**src/rtl/z80_block_xfer.sv**
```systemverilog
// z80_block_xfer: LDI/LDD/LDIR/LDDR block-transfer engine over a req/ack memory port.
// Build option Z80_BLOCK_XFER_ABORT_EN adds abort/rewind for interrupting LDxR.
module z80_block_xfer #(
  parameter int ADDR_WIDTH = 16,
  parameter int CNT_WIDTH  = 16
) (
  input  logic                  clk,
  input  logic                  reset,
  input  logic                  start,
  input  logic [1:0]            mode,
  input  logic [ADDR_WIDTH-1:0] hl_in,
  input  logic [ADDR_WIDTH-1:0] de_in,
  input  logic [CNT_WIDTH-1:0]  bc_in,
  input  logic [7:0]            f_in,
`ifdef Z80_BLOCK_XFER_ABORT_EN
  input  logic                  abort,
  output logic                  rewind,
`endif
  output logic                  busy,
  output logic                  done,
  output logic [ADDR_WIDTH-1:0] hl_out,
  output logic [ADDR_WIDTH-1:0] de_out,
  output logic [CNT_WIDTH-1:0]  bc_out,
  output logic [7:0]            f_out,
  output logic                  mem_rd_req,
  output logic [ADDR_WIDTH-1:0] mem_raddr,
  input  logic                  mem_rd_ack,
  input  logic [7:0]            mem_rdata,
  output logic                  mem_wr_req,
  output logic [ADDR_WIDTH-1:0] mem_waddr,
  output logic [7:0]            mem_wdata,
  input  logic                  mem_wr_ack
);

  // state  | meaning
  // IDLE   | waiting for start; outputs hold last result
  // RD     | read (HL) until ack, latch byte
  // WR     | write latched byte to (DE) until ack
  // STEP   | step HL/DE, decrement BC, update flags, choose repeat or finish
  // FIN    | one-cycle done pulse
  typedef enum logic [2:0] {S_IDLE, S_RD, S_WR, S_STEP, S_FIN} state_t;

  localparam logic [ADDR_WIDTH-1:0] ADDR_ONE = ADDR_WIDTH'(1);
  localparam logic [CNT_WIDTH-1:0]  CNT_ONE  = CNT_WIDTH'(1);

  state_t                state, state_d;
  logic [ADDR_WIDTH-1:0] hl, de, hl_step, de_step;
  logic [CNT_WIDTH-1:0]  bc, bc_step;
  logic [7:0]            f, f_step, data_q;
  logic                  dir, rpt, more, stop_early;

`ifdef Z80_BLOCK_XFER_ABORT_EN
  logic rewind_q;
  assign stop_early = abort;
  assign rewind     = rewind_q;
`else
  assign stop_early = 1'b0;
`endif

  assign hl_step = dir ? hl - ADDR_ONE : hl + ADDR_ONE;
  assign de_step = dir ? de - ADDR_ONE : de + ADDR_ONE;
  assign bc_step = bc - CNT_ONE;
  assign more    = (bc_step != '0);
  // H and N cleared, PV reports a nonzero remaining count, other bits untouched
  assign f_step  = (f & 8'hE9) | {5'b0, more, 2'b0};

  always_ff @(posedge clk or posedge reset) begin
    if (reset) state <= S_IDLE;
    else       state <= state_d;
  end

  always_comb begin
    state_d    = state;
    busy       = 1'b0;
    done       = 1'b0;
    mem_rd_req = 1'b0;
    mem_wr_req = 1'b0;
    case (state)
      S_IDLE: if (start) state_d = S_RD;
      S_RD: begin
        busy       = 1'b1;
        mem_rd_req = 1'b1;
        if (mem_rd_ack) state_d = S_WR;
      end
      S_WR: begin
        busy       = 1'b1;
        mem_wr_req = 1'b1;
        if (mem_wr_ack) state_d = S_STEP;
      end
      S_STEP: begin
        busy    = 1'b1;
        state_d = (rpt && more && !stop_early) ? S_RD : S_FIN;
      end
      S_FIN: begin
        done    = 1'b1;
        state_d = S_IDLE;
      end
      default: state_d = S_IDLE;
    endcase
  end

  always_ff @(posedge clk or posedge reset) begin
    if (reset) begin
      hl     <= '0;
      de     <= '0;
      bc     <= '0;
      f      <= '0;
      data_q <= '0;
      dir    <= 1'b0;
      rpt    <= 1'b0;
`ifdef Z80_BLOCK_XFER_ABORT_EN
      rewind_q <= 1'b0;
`endif
    end else begin
      if (state == S_IDLE && start) begin
        hl  <= hl_in;
        de  <= de_in;
        bc  <= bc_in;
        f   <= f_in;
        dir <= mode[0];
        rpt <= mode[1];
`ifdef Z80_BLOCK_XFER_ABORT_EN
        rewind_q <= 1'b0;
`endif
      end
      if (state == S_RD && mem_rd_ack) data_q <= mem_rdata;
      if (state == S_STEP) begin
        hl <= hl_step;
        de <= de_step;
        bc <= bc_step;
        f  <= f_step;
`ifdef Z80_BLOCK_XFER_ABORT_EN
        rewind_q <= rpt && more && abort;
`endif
      end
    end
  end

  assign hl_out    = hl;
  assign de_out    = de;
  assign bc_out    = bc;
  assign f_out     = f;
  assign mem_raddr = hl;
  assign mem_waddr = de;
  assign mem_wdata = data_q;

endmodule

```
**config.mk**
```make
export PLATFORM = sky130hd
export DESIGN_NAME = z80_block_xfer
export DESIGN_NICKNAME = d
export VERILOG_FILES = /design/src/rtl/z80_block_xfer.sv
export SDC_FILE = /design/constraint.sdc
export NUM_CORES = 1
export LEC_CHECK = 0
export ABC_AREA = 1
export BUFFER_PORTS_ARGS = -buffer_cell sky130_fd_sc_hd__buf_2
export CORE_UTILIZATION = 56
export DETAILED_ROUTE_END_ITERATION = 7
export GPL_TIMING_DRIVEN = 1
export PLACE_DENSITY_LB_ADDON = 0.12
export REMOVE_ABC_BUFFERS = 1
export SLEW_MARGIN = 5
export SYNTH_ARGS = -nofsm -noshare
export SYNTH_HDL_FRONTEND = slang
export SYNTH_SLANG_ARGS = --single-unit
```
**constraint.sdc**
```tcl
create_clock -name clk -period 5 [get_ports clk]
set_input_delay 0.25 -clock clk [delete_from_list [all_inputs] [get_ports clk]]
set_output_delay 0.25 -clock clk [all_outputs]
set_load 0.03 [all_outputs]
```
==> results.json, run 1 <==
{
  "synthesis.instances": 701,
  "placementRows": 34,
  "hp-start": "f_in[3]",
  "final.setup.tns_ps": 0,
  "critPathMaxStageDelay_ps": 1160,
  "final_layout_size_suffix_gt1_share_pct": 27.3,
  "num_vias": 5068,
  "grt_pass1_wl_mm": 21.8,
  "path_clk_slew_ps": 80,
  "final_cell_area_um2": 6090,
  "worstPathRequired_ps": 5250,
  "avgSynthCellArea_um2": 7.33,
  "path_depth": 10,
  "maxCapViolCount": 0,
  "ys_ff_latch": 69,
  "synth_ff_type": "dfrtp_1",
  "failed_checks": "DRC",
  "coreArea_um2": 8810,
  "report.final.setup_viol": 0,
  "hold_violations": 0,
  "cp_top_family": "flip-flops",
  "cts_setup_buffers": 0,
  "area_growth_pct": 18.5,
  "cts_tree": "yes",
  "port_buffers": 170,
  "ant_nets": 0,
  "nets": 939,
  "worstPathArrival_ps": 3240,
  "synth.distinct_cells": 42,
  "viasPerCell": 5.34,
  "grt_setup_unrepaired": "false",
  "fp.dieW_um": 97.8,
  "htree_levels": 3,
  "final_cell_mix": "201 x nand2_1, 170 x buf_2, 77 x nor2_1, 69 x dfrtp_1, 53 x inv_1",
  "synth-seq-area-share_pct": 33.6,
  "cp_num_buf_inv": 1,
  "first_global_vias": 4806,
  "final_common_cell": "nand2_1",
  "dr.pass1.iters": 8,
  "io_pins": 171,
  "diodes": 0,
  "skew_ps": 12.9,
  "tightest_slew_ps": 1220,
  "min_period_ps": 3000,
  "syn_area_um2": 5140,
  "gp_congestion": 0.931,
  "track_usage_pct": 28.2,
  "crit_fanout": 31,
  "wl_mm": 13.1,
  "antenna_found_initial": 0,
  "ys_warn_count": 0,
  "cts_buffer_depth": 2,
  "insertion_delay_ps": 350,
  "grt_remaining_overflow": 0,
  "setup.worst_path.end_class": "register",
  "dieHeight_um": 97.8,
  "fin_crit_sh_pct": 59.9,
  "synth_top_area_share_pct": 33.6,
  "fmax_mhz": 334,
  "cts_made_buffers": 9,
  "cts_resized": 0,
  "grt_max_degree": 70,
  "hpwlAfterDp_mm": 9.47,
  "reg2regPathDepth": 10,
  "path_class": "reg -> reg",
  "worstSetupStartpoint": "dir$_DFFE_PP0P_",
  "route.detailed.wl_per_inst_um": 13.8,
  "initial_core_util_pct": 58.4,
  "pre_cts_slack_ps": 2080,
  "slew_violations": 0,
  "whs_ps": 96.8,
  "reg2reg_from": "dir$_DFFE_PP0P_",
  "outcome": "complete, but fails checks",
  "synth_area_leader_cell": "dfrtp_1",
  "slew_headroom_pct": 18.9,
  "layout_setup_ws_ps": 2000,
  "synthTopCellsByArea": "dfrtp_1 34%, nand2_1 15%, ha_1 7.3%",
  "cts-root-buf": "clkbuf_8",
  "hold_depth": 3,
  "drc": 28,
  "drt_iter0_drc": 237,
  "hold_path_class": "in -> reg",
  "path_common_cell": "nand2_1",
  "cts_num_sinks": 69,
  "slowest_stage": "dfrtp_1",
  "crit_path_cell_trace": "inv_1 -> fa_1 -> o21ai_1 -> a21oi_1 -> o21ai_1 -> nand2_1 -> nand3_1 -> nand3_1 -> nand2_1 -> nand2_1",
  "synth_edf_count": 0,
  "synth-async-reset-ratio_pct": 100,
  "place_area_um2": 5820,
  "hold_buffers": 0,
  "cp-start-kind": "register",
  "die-area_um2": 9570
}
## worst register-to-register path, cell delays in order (launching register included)
cell	delay (ps)
dfrtp_1	1160
inv_1	240
fa_1	480
o21ai_1	220
a21oi_1	150
o21ai_1	250
nand2_1	110
nand3_1	80
nand3_1	70
nand2_1	90
nand2_1	40
## flip-flops by register name, indices dropped and copies added (netlist names)
name       cells
f_out          8
state          3
hl_out        16
de_out        16
mem_wdata      8
rpt            1
dir            1
bc_out        16
## stage by stage
step | utilization (%) | instances
2_1_floorplan | - | 652
6_report | 69.2 | 949
5_1_grt | 69.2 | 949
3_5_place_dp | 66.1 | 933
4_1_cts | 69.2 | 949
3_3_place_gp | 66.1 | 933
## synthesized netlist by cell type (4+ instances only)
| cell | n |
|---|---|
| nand2_1 | 201 |
| nor2_1 | 77 |
| dfrtp_1 | 69 |
| inv_1 | 54 |
| nand3_1 | 35 |
| a21oi_1 | 33 |
| buf_4 | 33 |
| ha_1 | 30 |
| o211ai_1 | 19 |
| o21ai_0 | 16 |
| o21ai_1 | 14 |
| xor2_1 | 14 |
| buf_2 | 10 |
| xnor2_1 | 10 |
| mux2_2 | 8 |
| inv_2 | 7 |
| nand2_2 | 7 |
| nor2_2 | 7 |
| nor3_1 | 7 |
| o21bai_1 | 7 |
| o22ai_1 | 7 |
| clkbuf_1 | 5 |
| nor2_4 | 4 |
## routing by layer
metal / vias up / global-route usage (%) / share of wire, %
met4: 0 / 8.74 / 1.6
met1: 2339 / 35.7 / 45
li1: 2536 / - / -
met2: 175 / 50.1 / 48
met5: - / 0 / 0
met3: 18 / 3.87 / 5.6
## logic make-up after synthesis
| kind of cell | Yosys count | share of synthesized area, % |
|---|---|---|
| muxes | 9 | 1.95 |
| and+or+nand+nor | 346 | 28.3 |
| AOI/OAI and AO/OA | 111 | 13.1 |
| adders and majority gates | 32 | 8.08 |
| xor gates and xnor gates | 24 | 4.09 |
| DFF | 69 | 33.6 |
| buffers and inverters | 110 | 10.8 |
## area by class of cell
class                   instances  area (um2)
multi-input cells             522        2860
fillers                       754        2710
flip-flops and latches         69        1730
repair buffers                173         873
inverters                      61         229
clock buffers                  10         138
well taps                     108         135
clock inverters                 6         134
## final timing paths
check / endpoint / slack, ps
worst max-delay path: hl_out[14]$_DFFE_PP0P_ / 2000
worst min-delay path: f_out[3]$_DFFE_PP0P_ / 100
worst max register to register: hl_out[14]$_DFFE_PP0P_ / 2000
worst min register to register: f_out[6]$_DFFE_PP0P_ / 470
max in group asynchronous: hl_out[2]$_DFFE_PP0P_ / 4250
min in group asynchronous: mem_wdata[6]$_DFFE_PP0P_ / 170
Power of run 1 is left out: the tool's default activity adds up to more than one toggle a clock period on the data nets, which glitch-free logic cannot reach.
==> run 2, diff against run 1 <==
--- a/config.mk
+++ b/config.mk
@@ -7,7 +7,7 @@
 export LEC_CHECK = 0
 export ABC_AREA = 1
 export BUFFER_PORTS_ARGS = -buffer_cell sky130_fd_sc_hd__buf_2
-export CORE_UTILIZATION = 56
+export CORE_UTILIZATION = 47
 export DETAILED_ROUTE_END_ITERATION = 7
 export GPL_TIMING_DRIVEN = 1
 export PLACE_DENSITY_LB_ADDON = 0.12
==> constraint.sdc (replaced) <==
create_clock -name clk -period 2.4 [get_ports clk]
set_input_delay 0.12 -clock clk [delete_from_list [all_inputs] [get_ports clk]]
set_output_delay 0.12 -clock clk [all_outputs]
set_load 0.03 [all_outputs]
==> run 2 against run 1 <==
Effect of this change: the flow now finishes without violations; flip-flop and latch count did not move; setup slack got worse by 1800 ps; highest routed layer unchanged; via count rose by 3.0%; utilization down 7.8 points; non-clock buffer count up 37; die area grew 19%.
==> results.json, run 2 (synthesis gave the netlist of run 1 again) <==
{
  "antenna_found_initial": 0,
  "outcome": "finished clean",
  "num_vias": 5218,
  "first_global_vias": 4925,
  "cts_buffer_depth": 2,
  "fin_crit_sh_pct": 90.3,
  "crit_path_cell_trace": "buf_4 -> ha_1 -> a21oi_1 -> o21ai_2 -> a21oi_1 -> o21ai_0 -> a21oi_1 -> o21ai_0 -> nand2_1 -> nand2_1",
  "slew_headroom_pct": 56.7,
  "grt_remaining_overflow": 0,
  "cts_tree": "yes",
  "path_class": "reg -> reg",
  "coreArea_um2": 10500,
  "fin_cells": 1013,
  "dr.pass1.iters": 5,
  "fmax_mhz": 461,
  "path_clk_slew_ps": 70,
  "fp.dieW_um": 107,
  "insertion_delay_ps": 350,
  "htree_levels": 3,
  "cts-root-buf": "clkbuf_8",
  "nets": 976,
  "hpwlAfterDp_mm": 10.0,
  "path_common_cell": "a21oi_1",
  "tightest_slew_ps": 649,
  "grt_pass1_wl_mm": 23.0,
  "pre_cts_slack_ps": 262,
  "cts_setup_buffers": 0,
  "critPathMaxStageDelay_ps": 390,
  "skew_ps": 15.1,
  "hold_depth": 3,
  "min_period_ps": 2170,
  "area_growth_pct": 24.9,
  "final_cell_mix": "201 x nand2_1, 170 x buf_2, 77 x nor2_1, 69 x dfrtp_1, 53 x inv_1",
  "final_layout_size_suffix_gt1_share_pct": 26.8,
  "route.detailed.wl_per_inst_um": 13.8,
  "final_common_cell": "nand2_1",
  "maxCapViolCount": 0,
  "grt_setup_unrepaired": "false",
  "worstPathRequired_ps": 2630,
  "hp-start": "mode[0]",
  "die-area_um2": 11400,
  "diodes": 0,
  "port_buffers": 170,
  "dieHeight_um": 107,
  "wl_mm": 14.0,
  "hold_path_class": "in -> reg",
  "layout_setup_ws_ps": 233,
  "gp_congestion": 0.829,
  "drt_iter0_drc": 268,
  "worstHoldEndpoint": "dir$_DFFE_PP0P_",
  "reg2reg_setup_slack_ps": 230,
  "slew_violations": 0,
  "reg2reg_from": "dir$_DFFE_PP0P_",
  "cts_made_buffers": 9,
  "io_pins": 171,
  "drc": 0,
  "grt_max_degree": 39,
  "crit_fanout": 15,
  "slowest_stage": "dfrtp_1",
  "worstPathArrival_ps": 2400,
  "ant_nets": 0,
  "cts_resized": 0,
  "placementRows": 37,
  "dp_cells": 967,
  "reg2regPathDepth": 10,
  "cts_num_sinks": 69,
  "cp-start-kind": "register",
  "hold_violations": 0,
  "report.final.setup_viol": 0,
  "setup.worst_path.end_class": "register",
  "fillers": 968,
  "reg2reg_to": "de_out[14]$_DFFE_PP0P_",
  "track_usage_pct": 25.4,
  "initial_core_util_pct": 49.1,
  "viasPerCell": 5.15,
  "hold_buffers": 31
}
run 2: critical path: cells and delay by family (launching register included):
kind,cells,cell delay (ps)
compound gates,6,970
simple gates,2,120
fa+ha+maj,1,360
buf+inv,1,210
flops,1,390
run 2: metrics by stage:
step / hold WS [ps] / cell area (um2) / util [%] / setup TNS (ps)
6_report: 12.0 / 6420 / 61.4 / 0
5_1_grt: 2.48 / 6420 / 61.4 / 0
4_1_cts: 0.665 / 6420 / 61.4 / 0
3_5_place_dp: 219 / 5910 / 56.5 / 0
3_3_place_gp: 210 / 5910 / 56.5 / 0
2_1_floorplan: 237 / 4810 / - / -12110
run 2: routing by layer:
metal  global-route usage, %  routed length, um  up-vias  share of wire, %
met5                       0                  0        -                 0
met4                    7.14                175        0               1.3
met3                    3.71                706       15               5.0
met2                    45.0               6740      166                48
met1                    32.1               6360     2427                45
li1                        -                  -     2610                 -
run 2: worst max-delay path by stage:
stage	slack [ps]	depth (start not counted)	endpoint	from
6_report	230	10	de_out[14]$_DFFE_PP0P_	dir$_DFFE_PP0P_
5_1_grt	8	10	de_out[14]$_DFFE_PP0P_	dir$_DFFE_PP0P_
4_1_cts	250	9	de_out[10]$_DFFE_PP0P_	dir$_DFFE_PP0P_
3_5_place_dp	260	9	de_out[10]$_DFFE_PP0P_	dir$_DFFE_PP0P_
3_3_place_gp	300	10	de_out[14]$_DFFE_PP0P_	dir$_DFFE_PP0P_
2_1_floorplan	-460	7	f_out[1]$_DFFE_PP0P_	state[0]$_DFFE_PP0P_
run 2: area by class of cell:
cell class	count	area, um2	share of cell area (%)
multi-input combinational	522	2860	44.5
sequential	69	1730	26.9
timing repair buffer	210	1240	19.3
inverter	61	229	3.56
tap	136	170	2.65
clock buffer	11	151	2.36
clock inverter	4	47.5	0.740
Power of run 2 is left out for the same reason.
==> run 3, diff against run 2 <==
--- a/config.mk
+++ b/config.mk
@@ -7,7 +7,7 @@
 export LEC_CHECK = 0
 export ABC_AREA = 1
 export BUFFER_PORTS_ARGS = -buffer_cell sky130_fd_sc_hd__buf_2
-export CORE_UTILIZATION = 47
+export CORE_UTILIZATION = 40
 export DETAILED_ROUTE_END_ITERATION = 7
 export GPL_TIMING_DRIVEN = 1
 export PLACE_DENSITY_LB_ADDON = 0.12
==> run 3 against run 2 <==
Effect of this change: register-to-register slack worse by 50 ps; routed wire length rose by 1.1%; non-clock buffer count decreased by 22; first-iteration DRC count down 5.2%; sequential share of layout area up 0.33 points; critical endpoint is now de_out[13]$_DFFE_PP0P_; highest routed layer unchanged.
==> results.json, run 3 (synthesis gave the netlist of run 1 again) <==
{
  "reg2regPathDepth": 9,
  "hold_depth": 3,
  "crit_fanout": 12,
  "worstHoldEndpoint": "bc_out[4]$_DFFE_PP0P_",
  "drc": 0,
  "io_pins": 171,
  "initial_core_util_pct": 40.9,
  "slew_headroom_pct": 54.6,
  "worstPathRequired_ps": 2620,
  "dieHeight_um": 115,
  "cts_setup_buffers": 0,
  "fin_cells": 1028,
  "slowest_stage": "dfrtp_2",
  "setup.worst_path.end_class": "register",
  "grt_pass1_wl_mm": 22.8,
  "htree_levels": 3,
  "outcome": "finished clean",
  "path_common_cell": "nand3_1",
  "min_period_ps": 2210,
  "viasPerCell": 4.90,
  "grt_remaining_overflow": 0,
  "area_growth_pct": 23.5,
  "antenna_found_initial": 0,
  "hold_path_class": "in -> reg",
  "wl_mm": 14.1,
  "die-area_um2": 13300,
  "track_usage_pct": 22.2,
  "grt_max_degree": 46,
  "cts_buffer_depth": 2,
  "top_layer": "met4",
  "fillers": 1258,
  "reg2reg_setup_slack_ps": 190,
  "fin_crit_sh_pct": 92.3,
  "report.final.setup_viol": 0,
  "coreArea_um2": 12600,
  "cp_top_family": "simple AND/OR/NAND/NOR gates",
  "cp-start-kind": "register",
  "hold_violations": 0,
  "gp_congestion": 0.863,
  "cts-root-buf": "clkbuf_16",
  "first_global_vias": 4771,
  "cts_made_buffers": 9,
  "placementRows": 41,
  "dr.pass1.iters": 4,
  "num_vias": 5039,
  "slew_violations": 0,
  "final_common_cell": "nand2_1",
  "dr_wl_met3_um": 752,
  "final_cell_mix": "201 x nand2_1, 170 x buf_2, 77 x nor2_1, 68 x dfrtp_1, 53 x inv_1",
  "drt_iter0_drc": 254,
  "tightest_slew_ps": 680,
  "diodes": 0,
  "cts_num_sinks": 69,
  "maxCapViolCount": 0,
  "cp_num_buf_inv": 1,
  "insertion_delay_ps": 340,
  "worstPathArrival_ps": 2440,
  "route.met2.wl_mm": 6.78,
  "wl_met1_mm": 6.51,
  "grt_setup_unrepaired": "false",
  "ant_nets": 0,
  "reg2reg_to": "de_out[13]$_DFFE_PP0P_",
  "hpwlAfterDp_mm": 10.3,
  "port_buffers": 170,
  "route.detailed.wl_per_inst_um": 13.7,
  "skew_ps": 10.1,
  "final_layout_size_suffix_gt1_share_pct": 27.2,
  "hp-start": "bc_in[4]",
  "critPathMaxStageDelay_ps": 480,
  "dp_cells": 1001,
  "fp.dieW_um": 115,
  "reg2reg_from": "dir$_DFFE_PP0P_",
  "path_depth": 9,
  "cts_tree": "yes",
  "nets": 954,
  "path_class": "reg -> reg",
  "crit_path_cell_trace": "buf_4 -> ha_1 -> a21oi_1 -> a21boi_0 -> nor3_1 -> nor3_1 -> nand3_1 -> nand3_1 -> nand3_1",
  "fmax_mhz": 452,
  "worstSetupStartpoint": "dir$_DFFE_PP0P_",
  "path_clk_slew_ps": 60
}
[run 3: cell types whose count changed in the layout (fill, tap and decap cells not counted), moves of 2 or more]
| cell | previous run | this run |
|---|---|---|
| clkbuf_1 | 0 | 2 |
| dlygate4sd3_1 | 31 | 11 |
| buf_4 | 8 | 5 |
| clkbuf_8 | 11 | 2 |
| clkbuf_16 | 0 | 9 |
[run 3: final cells by class]
type | instances | area [um2] | area share [%]
clock inverters | 3 | 20.0 | 0.315
repair buffers | 188 | 1040 | 16.4
well taps | 172 | 215 | 3.39
clock buffers | 13 | 260 | 4.10
multi-input cells | 522 | 2860 | 45.0
inverters | 61 | 230 | 3.63
flip-flops and latches | 69 | 1730 | 27.2
[run 3: per-stage QoR]
step / utilization, % / setup TNS [ps] / instance area, um2 / setup WS (ps) / hold slack, ps
final: 50.5 / 0 / 6350 / 186 / 8.37
after global routing: 50.5 / 0 / 6350 / 9.45 / 5.83
after CTS: 50.5 / 0 / 6350 / 163 / 0.158
after detailed placement: 47.4 / 0 / 5960 / 158 / 171
after global placement: 47.4 / 0 / 5960 / 189 / 163
after floorplan: - / -12110 / 4810 / -455 / 237
[run 3: tightest hold or removal path, cell delays in order]
cell	delay, ps
buf_2	70
nand2_1	40
o211ai_1	70
[run 3: what timing repair did]
item	in CTS	in global routing
endpoints found under the hold margin	34	0
gates resized for setup	0	1
setup endpoints to repair	0	7
hold buffers	11	0
[run 3: how the worst max path moves through the flow]
stage | endpoint
global route | hl_out[15]$_DFFE_PP0P_
detailed placement | hl_out[11]$_DFFE_PP0P_
floorplan | f_out[1]$_DFFE_PP0P_
finish | de_out[13]$_DFFE_PP0P_
global placement | hl_out[11]$_DFFE_PP0P_
CTS | hl_out[11]$_DFFE_PP0P_
[run 3: routing by layer]
metal,GRT usage (%),vias to the layer above
met5,0,-
met4,6.49,0
met3,3.27,4
met2,39.0,144
met1,28.1,2323
li1,-,2568
Power of run 3 is left out for the same reason.
